[src/rtl/wd_kick_gen.sv]
// wd_kick_gen: sequences watchdog start/reset pulses for a job.
// The watchdog is armed when the job starts and re-armed (reset, then start) on
// forward progress, at most once per 2^KICK_BITS cycles. It is disarmed (reset
// only) when the job completes. Every pulse waits until its sync_pulse channel
// is idle and GAP cycles have passed since the previous pulse, so no pulse is
// swallowed by the clock-domain crossing.

module wd_kick_gen #(
  parameter int KICK_BITS = 16,
  parameter int GAP       = 4
) (
  input  logic        CLK,
  input  logic        reset,
  input  logic        job_start,
  input  logic        job_active,
  input  logic        job_done,
  input  logic        start_busy,
  input  logic        reset_busy,
  output logic        wd_start,
  output logic        wd_reset,
  output logic        armed,
  output logic [15:0] kick_count
);

  localparam int GAP_W = (GAP < 2) ? 1 : $clog2(GAP + 1);
  localparam logic [GAP_W-1:0] GAP_LOAD = GAP_W'(GAP);

  // IDLE:     watchdog not armed, waiting for a job
  // ARM_WAIT: job started, waiting to issue the arming start pulse
  // RUN:      armed, measuring the interval since the last (re)start
  // KICK_RST: re-arm in progress, waiting to issue the reset pulse
  // KICK_STA: re-arm in progress, waiting to issue the start pulse
  // DIS_WAIT: job done, waiting to issue the disarming reset pulse
  typedef enum logic [2:0] {
    IDLE     = 3'd0,
    ARM_WAIT = 3'd1,
    RUN      = 3'd2,
    KICK_RST = 3'd3,
    KICK_STA = 3'd4,
    DIS_WAIT = 3'd5
  } state_t;

  state_t                 state;
  state_t                 state_next;

  logic [GAP_W-1:0]       gap_cnt;
  logic [KICK_BITS-1:0]   interval_cnt;
  logic                   kick_pend;
  logic                   done_pend;

  logic                   gap_ok;
  logic                   can_start;
  logic                   can_reset;
  logic                   interval_sat;
  logic                   kick_req;
  logic                   done_seen;

  logic                   issue_start;
  logic                   issue_reset;
  logic                   arm_clear;
  logic                   kick_done;
  logic                   kick_pend_next;
  logic                   done_pend_next;

  // A pulse may only be issued once the spacing counter has drained and the
  // target channel reports idle.
  assign gap_ok       = (gap_cnt == '0);
  assign can_start    = gap_ok && !start_busy;
  assign can_reset    = gap_ok && !reset_busy;
  assign interval_sat = &interval_cnt;
  assign kick_req     = job_active || kick_pend;
  assign done_seen    = done_pend || job_done;

  // Progress seen too early is remembered until the interval has elapsed; it
  // is forgotten whenever RUN is left, since leaving RUN already re-arms or disarms.
  assign kick_pend_next = (state == RUN) && (state_next == RUN) && kick_req;

  // A completion seen mid re-arm is held until the sequence finishes its current pulse.
  assign done_pend_next = ((state == KICK_RST) || (state == KICK_STA)) &&
                          (state_next == state) && done_seen;

  // State register
  always_ff @(posedge CLK) begin
    if (reset) begin
      state <= IDLE;
    end else begin
      state <= state_next;
    end
  end

  // Next-state selection
  always_comb begin
    state_next = state;
    case (state)
      IDLE: begin
        if (job_start) begin
          state_next = can_start ? RUN : ARM_WAIT;
        end
      end
      ARM_WAIT: begin
        if (can_start) begin
          state_next = RUN;
        end
      end
      RUN: begin
        if (job_done) begin
          state_next = DIS_WAIT;
        end else if (kick_req && interval_sat) begin
          state_next = KICK_RST;
        end
      end
      KICK_RST: begin
        if (can_reset) begin
          state_next = done_seen ? IDLE : KICK_STA;
        end
      end
      KICK_STA: begin
        if (can_start) begin
          state_next = done_seen ? DIS_WAIT : RUN;
        end
      end
      DIS_WAIT: begin
        if (can_reset) begin
          state_next = IDLE;
        end
      end
      default: begin
        state_next = IDLE;
      end
    endcase
  end

  // Pulse issue decisions and armed/kick bookkeeping for the current state
  always_comb begin
    issue_start = 1'b0;
    issue_reset = 1'b0;
    arm_clear   = 1'b0;
    kick_done   = 1'b0;
    case (state)
      IDLE: begin
        issue_start = job_start && can_start;
      end
      ARM_WAIT: begin
        issue_start = can_start;
      end
      KICK_RST: begin
        issue_reset = can_reset;
        arm_clear   = can_reset && done_seen;
      end
      KICK_STA: begin
        issue_start = can_start;
        kick_done   = can_start;
      end
      DIS_WAIT: begin
        issue_reset = can_reset;
        arm_clear   = can_reset;
      end
      default: begin
        issue_start = 1'b0;
      end
    endcase
  end

  // Registered pulses and the armed flag; start and reset are issued from
  // disjoint states so they can never coincide.
  always_ff @(posedge CLK) begin
    if (reset) begin
      wd_start <= 1'b0;
      wd_reset <= 1'b0;
      armed    <= 1'b0;
    end else begin
      wd_start <= issue_start;
      wd_reset <= issue_reset;
      if (issue_start) begin
        armed <= 1'b1;
      end else if (arm_clear) begin
        armed <= 1'b0;
      end
    end
  end

  // Spacing counter: reloads on every pulse and drains one per cycle
  always_ff @(posedge CLK) begin
    if (reset) begin
      gap_cnt <= '0;
    end else if (issue_start || issue_reset) begin
      gap_cnt <= GAP_LOAD;
    end else if (!gap_ok) begin
      gap_cnt <= gap_cnt - GAP_W'(1);
    end
  end

  // Interval since the last start pulse, counted only while running
  always_ff @(posedge CLK) begin
    if (reset) begin
      interval_cnt <= '0;
    end else if (issue_start) begin
      interval_cnt <= '0;
    end else if ((state == RUN) && !interval_sat) begin
      interval_cnt <= interval_cnt + KICK_BITS'(1);
    end
  end

  // Pending progress and pending completion flags
  always_ff @(posedge CLK) begin
    if (reset) begin
      kick_pend <= 1'b0;
      done_pend <= 1'b0;
    end else begin
      kick_pend <= kick_pend_next;
      done_pend <= done_pend_next;
    end
  end

  // Completed re-arm sequences, saturating
  always_ff @(posedge CLK) begin
    if (reset) begin
      kick_count <= 16'd0;
    end else if (kick_done && (kick_count != 16'hFFFF)) begin
      kick_count <= kick_count + 16'd1;
    end
  end

endmodule

[config.mk]
export PLATFORM = sky130hd
export DESIGN_NAME = wd_kick_gen
export DESIGN_NICKNAME = d
export VERILOG_FILES = /design/src/rtl/wd_kick_gen.sv
export SDC_FILE = /design/constraint.sdc
export NUM_CORES = 1
export LEC_CHECK = 0
export CAP_MARGIN = 20
export CORE_MARGIN = 2
export CORE_UTILIZATION = 59
export CTS_BUF_LIST = sky130_fd_sc_hd__clkbuf_4
export DETAILED_ROUTE_END_ITERATION = 12
export PLACE_DENSITY_LB_ADDON = 0.15
export SETUP_SLACK_MARGIN = 0.5
export SLEW_MARGIN = 15
export SYNTH_ARGS = -nofsm -noshare
export SYNTH_HDL_FRONTEND = slang
export SYNTH_SLANG_ARGS = --single-unit
[constraint.sdc]
create_clock -name CLK -period 2.8 [get_ports CLK]
set_clock_uncertainty 0.2 [all_clocks]
set_input_delay 0.42 -clock CLK [delete_from_list [all_inputs] [get_ports CLK]]
set_output_delay 0.42 -clock CLK [all_outputs]
set_load 0.005 [all_outputs]
* Word level (Yosys, flattened, before mapping) *
Index checks and enable logic that the tools add are counted.

cells by class
  eq/ne operators = 9
  reduce and logical (&&, ||, !) cells = 26
  bitwise logic cells = 0
  multiplexer cells = 19
  divide/modulo/power cells = 0
  multipliers = 0
  order comparisons = 0
  add/subtract/negate cells = 3
  shifts and indexed selects = 0

operator list
  cell                   number
  $mux 3                 11
  $add 16x1->16 const B  2
  $pmux 3 s6             1
  $ne 16x16->1 const B   1
  $reduce_and 16->1      1
  $logic_and 1x1->1      11
  $eq 3x2->1 const B     3
  $reduce_or 2->1        4
  $eq 3x3->1 const B     2
  $logic_not 3->1        2
  $logic_or 1x1->1       4
  $mux 1                 4
  $pmux 1 s2             2
  $eq 3x1->1 const B     1
  $eq 3x3->1             1
  $logic_not 1->1        3
  $sub 3x1->3 const B    1
  $mux 2                 1
  $ne 2x1->1 const B     1
  $reduce_bool 2->1      1

storage, ports and cells
  RAM bits = 0
  bits in read-only memories = 0
  word-level logic and storage cells = 67
  memories kept = 0
  input bits = 7
  bits in latches = 0
  output and inout port bits = 19
  register bits after elaboration = 43

* Depth between registers and ports, before layout *
Gate-level depths: netlist of run 1.

  depth in word-level cells = 8
  gate-level depth with buffers = 9
  gate-level depth less buffers = 7

* Worst setup path after synthesis of run 1 *
OpenSTA, ideal clock, no wires.

  path kind = reg-to-reg
  from = register gap_cnt[0]
  to = register kick_count[13]
  setup time = 0.123 ns
  required time = 2.477 ns
  buffers on the path = 1
  arrival time = 1.979 ns
  stages on the path, launching flop included = 9
  setup slack = 0.498 ns
  clock period less this slack = 2.302 ns
  path through = dfxtp_1 > inv_1 > ha_1 > ha_1 > buf_6 > nor3b_4 > nand4_4 > a2111oi_2 > mux2_1

between the ends
  cells in the longest elaborated chain, start to end = 4

ends and longest elaborated chain
  what                    RTL line  RTL
  start, declared         46        logic [GAP_W-1:0] gap_cnt;
  start signal, assigned  189       gap_cnt <= gap_cnt - GAP_W'(1);
  $logic_not 3->1         67        assign gap_ok = (gap_cnt == '0);
  $logic_and 1x1->1       68        assign can_start = gap_ok && !start_busy;
  $mux 1                  139       case (state)
  $logic_and 1x1->1       219       end else if (kick_done && (kick_count != 16'hFFFF)) begin
  end signal, assigned    220       kick_count <= kick_count + 16'd1;
  end, declared           22        output logic [15:0] kick_count

Every way passes these cells.
A chain may end at the register's enable or synchronous reset.

* Worst setup path after layout of run 1 *
  from = register gap_cnt[0]
  to = register kick_count[14]

The elaborated chain is that of the path after synthesis.

==> results.md, run 1 <==
- Synth Instances: approximately 290
- Crit end category: flip-flop
- Root Buffer: clkbuf_4
- CP Class: flip-flop to flip-flop
- Hpwl dp: 3.655 mm
- Slack of the critical path: between 0.5 and 0.6 ns
- Final hold vios: 0
- Adder-cell area share of the yosys netlist: 0.02523
- Area leader, netlist: dfxtp_1
- Number of global-route vias before repair: roughly 1,900
- P_leak: approximately 0.99 nW
- Max VDD drop: 0.5033 mV
- Post-synthesis register bit count: 43
- Fin crit share: 0.8052
- Post-Syn Nets: ~300
- Max Cap Viol: 0
- Yosys warnings: 0
- Post-synthesis compound-gate area fraction: 0.1726
- Mapped Area: 0.002480 sq mm
- Power Internal: roughly 0.0011 W
- Core area: 0.004029 sq mm
- CP Launch Point: gap_cnt[0]
- Die width: around 69 microns
- Comb power frac: 0.328
- Hold_buf cts: 0
- Net switching power: between 0.0005 and 0.0006 W
- Largest net degree at the start of global routing: 21
- Post-placement worst setup slack: around 0.16 ns
- Sequential fraction of the synthesis area: 0.3471
- CTS tree: built
- FP Rows: 23
- HP Start: interval_cnt[15]
- Syn avg cell area: a little under 9 sq um
- Max-slew violations: 0
- Fin nets: approximately 330
- Design area: 0.002919 sq mm
- H-tree levels: 2
- XOR/XNOR share of the synthesized area: 0.003532
- Layout cells sized above 1: 0.1340
- Top fanout value on the critical path: 9
- Setup TNS Final: 0 ns
- Yosys cell types: 56
- Routed WL: ~5.2 mm
- Clk pwr share: 0.227
- Die footprint: between 0.004 and 0.005 sq mm
- Antenna-violating nets left: 0
- Hold WC Path Type: flip-flop to flip-flop
- DR pass1 iterations: 4
- CTS clock-pin slew for the worst setup and hold paths: 0.13 ns
- Reg power frac: 0.445
- Num ports: 26
- Vias/cell: approximately 5.9
- Crit path launch type: flip-flop
- Reg2reg start: gap_cnt[0]
- Sequential Area: 860.8 sq um
- Routed via count: around 2,200
- Synth area leaders: dfxtp_1 (35%), a21oi_1 (4.2%), mux2i_1 (4.0%)
- CTS Buf Count: 5
- Most common cell after layout, fill and taps aside: dfxtp_1
- Fmax: 443.5 MHz
- Switching share of power: 0.3408
- EDFF count, synth: 0
- Post-DP Area: around 0.0028 sq mm
- Async SR Flop Fraction: 0
- Unrepaired setup endpoints after global routing: true
- Area of the multi-input gates: around 0.0015 sq mm
- Most frequent cells in the layout: dfxtp_1 (43), clkdlybuf4s50_1 (25), nand2_1 (22)
- Fill cells: approximately 350
- Tot Pwr: about 0.0017 W
- GRT Total Usage: 0.2303
- First-pass GRT wire length: 8.321 mm
- Most used DFF post-synth: dfxtp_1
- Num Clock Sinks: 43
- WP data required: 2.87 ns
- Worst skew pair latency: about 0.36 ns
- Drt wl/cell: 14.14 microns
- Crit path DAT: 2.32 ns
- First DRT Iteration DRCs: about 150
- Rel. slew slack: 0.5760
- # DRC: 0
- Endpoints failing setup: 0
- # diodes: 0
- PortBufs: 25
- Power Density: 586.0 mW/mm^2
- Initial core utilization: 0.6155
- Simple-gate area share of the yosys netlist: 0.3285
- Multiplexer share of the synthesized area: 0.08123
- Area Overhead vs Synth: 17.71%
- Die H: slightly below 70 microns
- Least-Margin Pin Slew: between 0.6 and 0.7 ns
- Initial antenna violation count: 0
- Gr ovfl total: 0
- Final worst path period need: 2.255 ns
- Routability cong.: a little under 0.8
- Share of the synthesized area in the top cell type: 0.3471
- Status: complete, no violations
- Clock Tree Buf Depth: 2
- Largest family of logic cells by synthesized area: simple AND/OR/NAND/NOR gates
## critical path, stage by stage, from the launching register on
cell     delay [ns]
dfxtp_1        0.33
inv_1          0.05
ha_1           0.16
ha_2           0.19
nor3b_4        0.33
nand2_2        0.20
nor4b_1        0.36
mux2_2         0.37
## area by class of cell
type,count,share of cell area
Clock buffer,5,0.01286
Clock inverter,3,0.01329
Inverter,10,0.01286
Multi-Input combinational cell,222,0.5255
Sequential cell,43,0.2949
Tap cell,50,0.02143
Timing Repair Buffer,38,0.1192
## path summary, 6_finish.rpt
path                       to  slack, ns  cells after the start
max reg2reg    kick_count[14]       0.55                      7
min reg2reg  interval_cnt[15]       0.28                      2
min          interval_cnt[15]       0.28                      2
max            kick_count[14]       0.55                      7
## cell families after synthesis
group                    Yosys count
multiplexers                      19
flip-flops                        43
buffers and inverters             22
AO/OA/AOI/OAI                     63
XOR/XNOR                           1
adder cells (fa/ha/maj)            5
AND/OR/NAND/NOR                  134
## synth_stat cells, drive strengths merged, types with 2 or more instances
master	number
ha	5
a311oi	2
nand2	24
nor4b	2
o211ai	2
nor2b	14
mux2i	10
nand4	9
nor3	6
o31ai	4
and4	3
or4b	2
clkbuf	7
o21a	2
nand2b	10
or3	3
a21oi	21
o21ai	5
a2111oi	3
a31oi	4
nor4	4
buf	5
and3	5
mux2	9
a211oi	8
or2	2
inv	10
nor3b	5
o41ai	3
or4	6
nand3	17
nor2	20
dfxtp	43
a211o	2
## flip-flops by register name, indices dropped and copies added (netlist names)
signal and flops:
armed 1, gap_cnt 3, kick_pend 1, wd_start 1
wd_reset 1, done_pend 1, state 3, kick_count 16
interval_cnt 16
## layer usage
layer | track usage | wire (microns)
met5 | 0 | 0
met4 | 0.09314 | 45
met3 | 0.03896 | 154
met2 | 0.3870 | 2512
met1 | 0.2923 | 2534
## power groups by stage
stage | combinational (W) | sequential (W) | clock (W)
after floorplan | 0.000486 | 0.000706 | 0
after global placement | 0.000512 | 0.000769 | 0
after detailed placement | 0.000520 | 0.000773 | 0
after CTS | 0.000546 | 0.000759 | 0.000395
after global routing | 0.000632 | 0.000771 | 0.000420
final | 0.000562 | 0.000760 | 0.000389
## through the flow
stage / hold WS, ns / utilization / cells
after floorplan: 0.2427 / - / 287
after global placement: 0.2561 / 0.6879 / 356
after detailed placement: 0.2688 / 0.6879 / 356
after CTS: 0.2858 / 0.7106 / 366
after global routing: 0.3144 / 0.7245 / 371
final: 0.2833 / 0.7245 / 371
## timing repair
item / CTS / global route
setup buffers: 2 / 5
gates resized for setup: 0 / 4
pin swaps: 0 / 1
endpoints found under the hold margin: 0 / 0
setup endpoints to repair: 4 / 10
No activity file was read; power rests on OpenSTA's default activity.
==> run 2, diff against run 1 <==
- clock period: 2.8 -> 2.3 ns (I/O delays scaled with it)
==> results.md, run 2 (synthesized netlist as in run 1, its figures left out) <==
- Status: complete, no violations
- Max Cap Viol: 0 (unchanged)
- Fill cells: 156 (-55%)
- FP Rows: 23 (unchanged)
- CP Class: flip-flop to flip-flop
- Max-slew violations: 0 (unchanged)
- Initial antenna violation count: 0 (unchanged)
- Rel. slew slack: 0.6008 (+0.02481)
- WP data required: 2.36 ns (-0.51 ns)
- First DRT Iteration DRCs: 379 (+160%)
- Num ports: 26 (unchanged)
- Routed via count: 2,801 (+27%)
- GRT Total Usage: 0.3346 (+0.1043)
- Layout cells sized above 1: 0.4266 (+0.2926)
- Met3 WL: 720 microns (+370%)
- Top fanout value on the critical path: 8 (-1)
- Layout Utilization: 0.9130 (+0.1885)
- DR pass1 iterations: 6 (+2)
- Sequential Area: 910.9 sq um (+5.8%)
- CTS tree: built
- Layout Cells excl Fill: 404 (+8.9%)
- Crit end category: flip-flop
- Least-Margin Pin Slew: 0.5962 ns (-0.03750 ns)
- CTS clock-pin slew for the worst setup and hold paths: 0.13 ns (about the same)
- Antenna-violating nets left: 0 (unchanged)
- Largest net degree at the start of global routing: 25 (+19%)
- First-pass GRT wire length: 11.70 mm (+41%)
- Largest regs: interval_cnt x16, kick_count x16
- Most frequent cells in the layout: buf_4 (31), dfxtp_1 (19), nor2_1 (17)
- Slack of the critical path: 0.04967 ns (-0.4957 ns)
- Unrepaired setup endpoints after global routing: true
- Die width: 68.83 microns (unchanged)
- Endpoints failing setup: 0 (unchanged)
- Post-placement worst setup slack: -0.04308 ns (-0.2009 ns)
- Final worst path period need: 2.250 ns (-0.004346 ns)
- Die footprint: 0.004738 sq mm (unchanged)
- Worst skew pair latency: 0.37 ns (about the same)
- Fin crit share: 0.9784 (+0.1732)
- # DRC: 0 (unchanged)
- Fmax: 444.4 MHz (+0.19%)
- H-tree levels: 2 (unchanged)
- Hpwl dp: 4.070 mm (+11%)
- PortBufs: 25 (unchanged)
- Final hold vios: 0 (unchanged)
- M1 wire length: 3.573 mm (+41%)
- DR WL met2: 4.619 mm (+84%)
- Gr ovfl total: 0 (unchanged)
- # diodes: 0 (unchanged)
- Drt wl/cell: 23.59 microns (+67%)
- Crit path DAT: 2.31 ns (about the same)
- Most common cell after layout, fill and taps aside: buf_4
- Fin nets: 367 (+11%)
- Clock Tree Buf Depth: 2 (unchanged)
- Core area: 0.004029 sq mm (unchanged)
- Routability cong.: 0.8534 (+7.6%)
- Power Density: 723.3 mW/mm^2 (+23%)
- Crit path launch type: flip-flop
- Hold WC Path Type: flip-flop to flip-flop
- Die H: 68.83 microns (unchanged)
- Max Used Layer: met4
- Number of global-route vias before repair: 2,432 (+27%)
- Num Clock Sinks: 43 (unchanged)
- Root Buffer: clkbuf_4
- Routed WL: 9.531 mm (+82%)
- CTS Buf Count: 5 (unchanged)
- Dpl cells: 372 (+4.5%)
- Area Overhead vs Synth: 48.34%
- Area of the multi-input gates: 0.001933 sq mm (+26%)
- P_leak: 1.470 nW (+49%)
- Initial core utilization: 0.6155 (unchanged)
- Vias/cell: 6.933 (+17%)
- Post-DP Area: 0.002954 sq mm (+6.6%)
- Max VDD drop: 0.7501 mV (+49%)
- Design area: 0.003679 sq mm (+26%)
==> run 2: cell types whose count changed in the layout (fill, tap and decap cells not counted), sizes merged <==
cell | before | now
bufinv | 1 | 0
buf | 13 | 47
dlygate4sd2 | 0 | 5
clkdlybuf4s50 | 25 | 12
nand2 | 24 | 25
dlymetal6s2s | 0 | 8
clkinv | 2 | 0
clkinvlp | 0 | 1
==> run 2: routing by layer <==
layer  vias up  GRT usage
met1      1330     0.4116
met3        62    0.06331
met5         -          0
met2       201     0.5553
li1       1208          -
met4         0     0.1716
==> run 2: critical path, cell delays in order, from the launching register on <==
cell	delay, ns
dfxtp_2	0.36
inv_2	0.06
ha_4	0.14
ha_4	0.14
buf_4	0.17
nor2b_4	0.21
o211ai_1	0.28
o21ai_0	0.48
a21oi_4	0.10
==> run 2: stage by stage <==
stage	hold WS (ns)	setup TNS, ns	total power, W
floorplan	0.2427	0	0.001488
global placement	0.2558	-0.002994	0.001678
detailed placement	0.2688	-0.1031	0.001706
CTS	0.2964	0	0.002297
global route	0.3194	0	0.002716
finish	0.2968	0	0.002661
==> run 2: what timing repair did <==
| item | CTS | global route |
|---|---|---|
| hold buffers | 0 | 0 |
| setup buffers | 20 | 5 |
| pin swaps | 15 | 12 |
| setup endpoints to repair | 54 | 55 |
| endpoints found under the hold margin | 0 | 0 |
| cloned | 0 | 1 |
| resized for setup | 76 | 56 |
==> run 2: where the power goes <==
part           switching [W]  internal (W)
clock               0.000262      0.000108
sequential         0.0000957      0.000815
combinational       0.000744      0.000636
total                0.00110       0.00156
==> run 2: path summary, 6_finish.rpt <==
kind | startpoint | to | slack, ns | cells after the start
min reg2reg | interval_cnt[15] | interval_cnt[15] | 0.30 | 2
max reg2reg | gap_cnt[0] | armed | 0.05 | 8
min | interval_cnt[15] | interval_cnt[15] | 0.30 | 2
max | gap_cnt[0] | armed | 0.05 | 8
==> run 2: area by class of cell <==
cell class | count | area share
sequential | 43 | 0.2476
tap | 50 | 0.01701
multi-input combinational | 223 | 0.5255
clock inverter | 1 | 0.002041
timing repair buffer | 72 | 0.1874
inverter | 10 | 0.01020
clock buffer | 5 | 0.01020
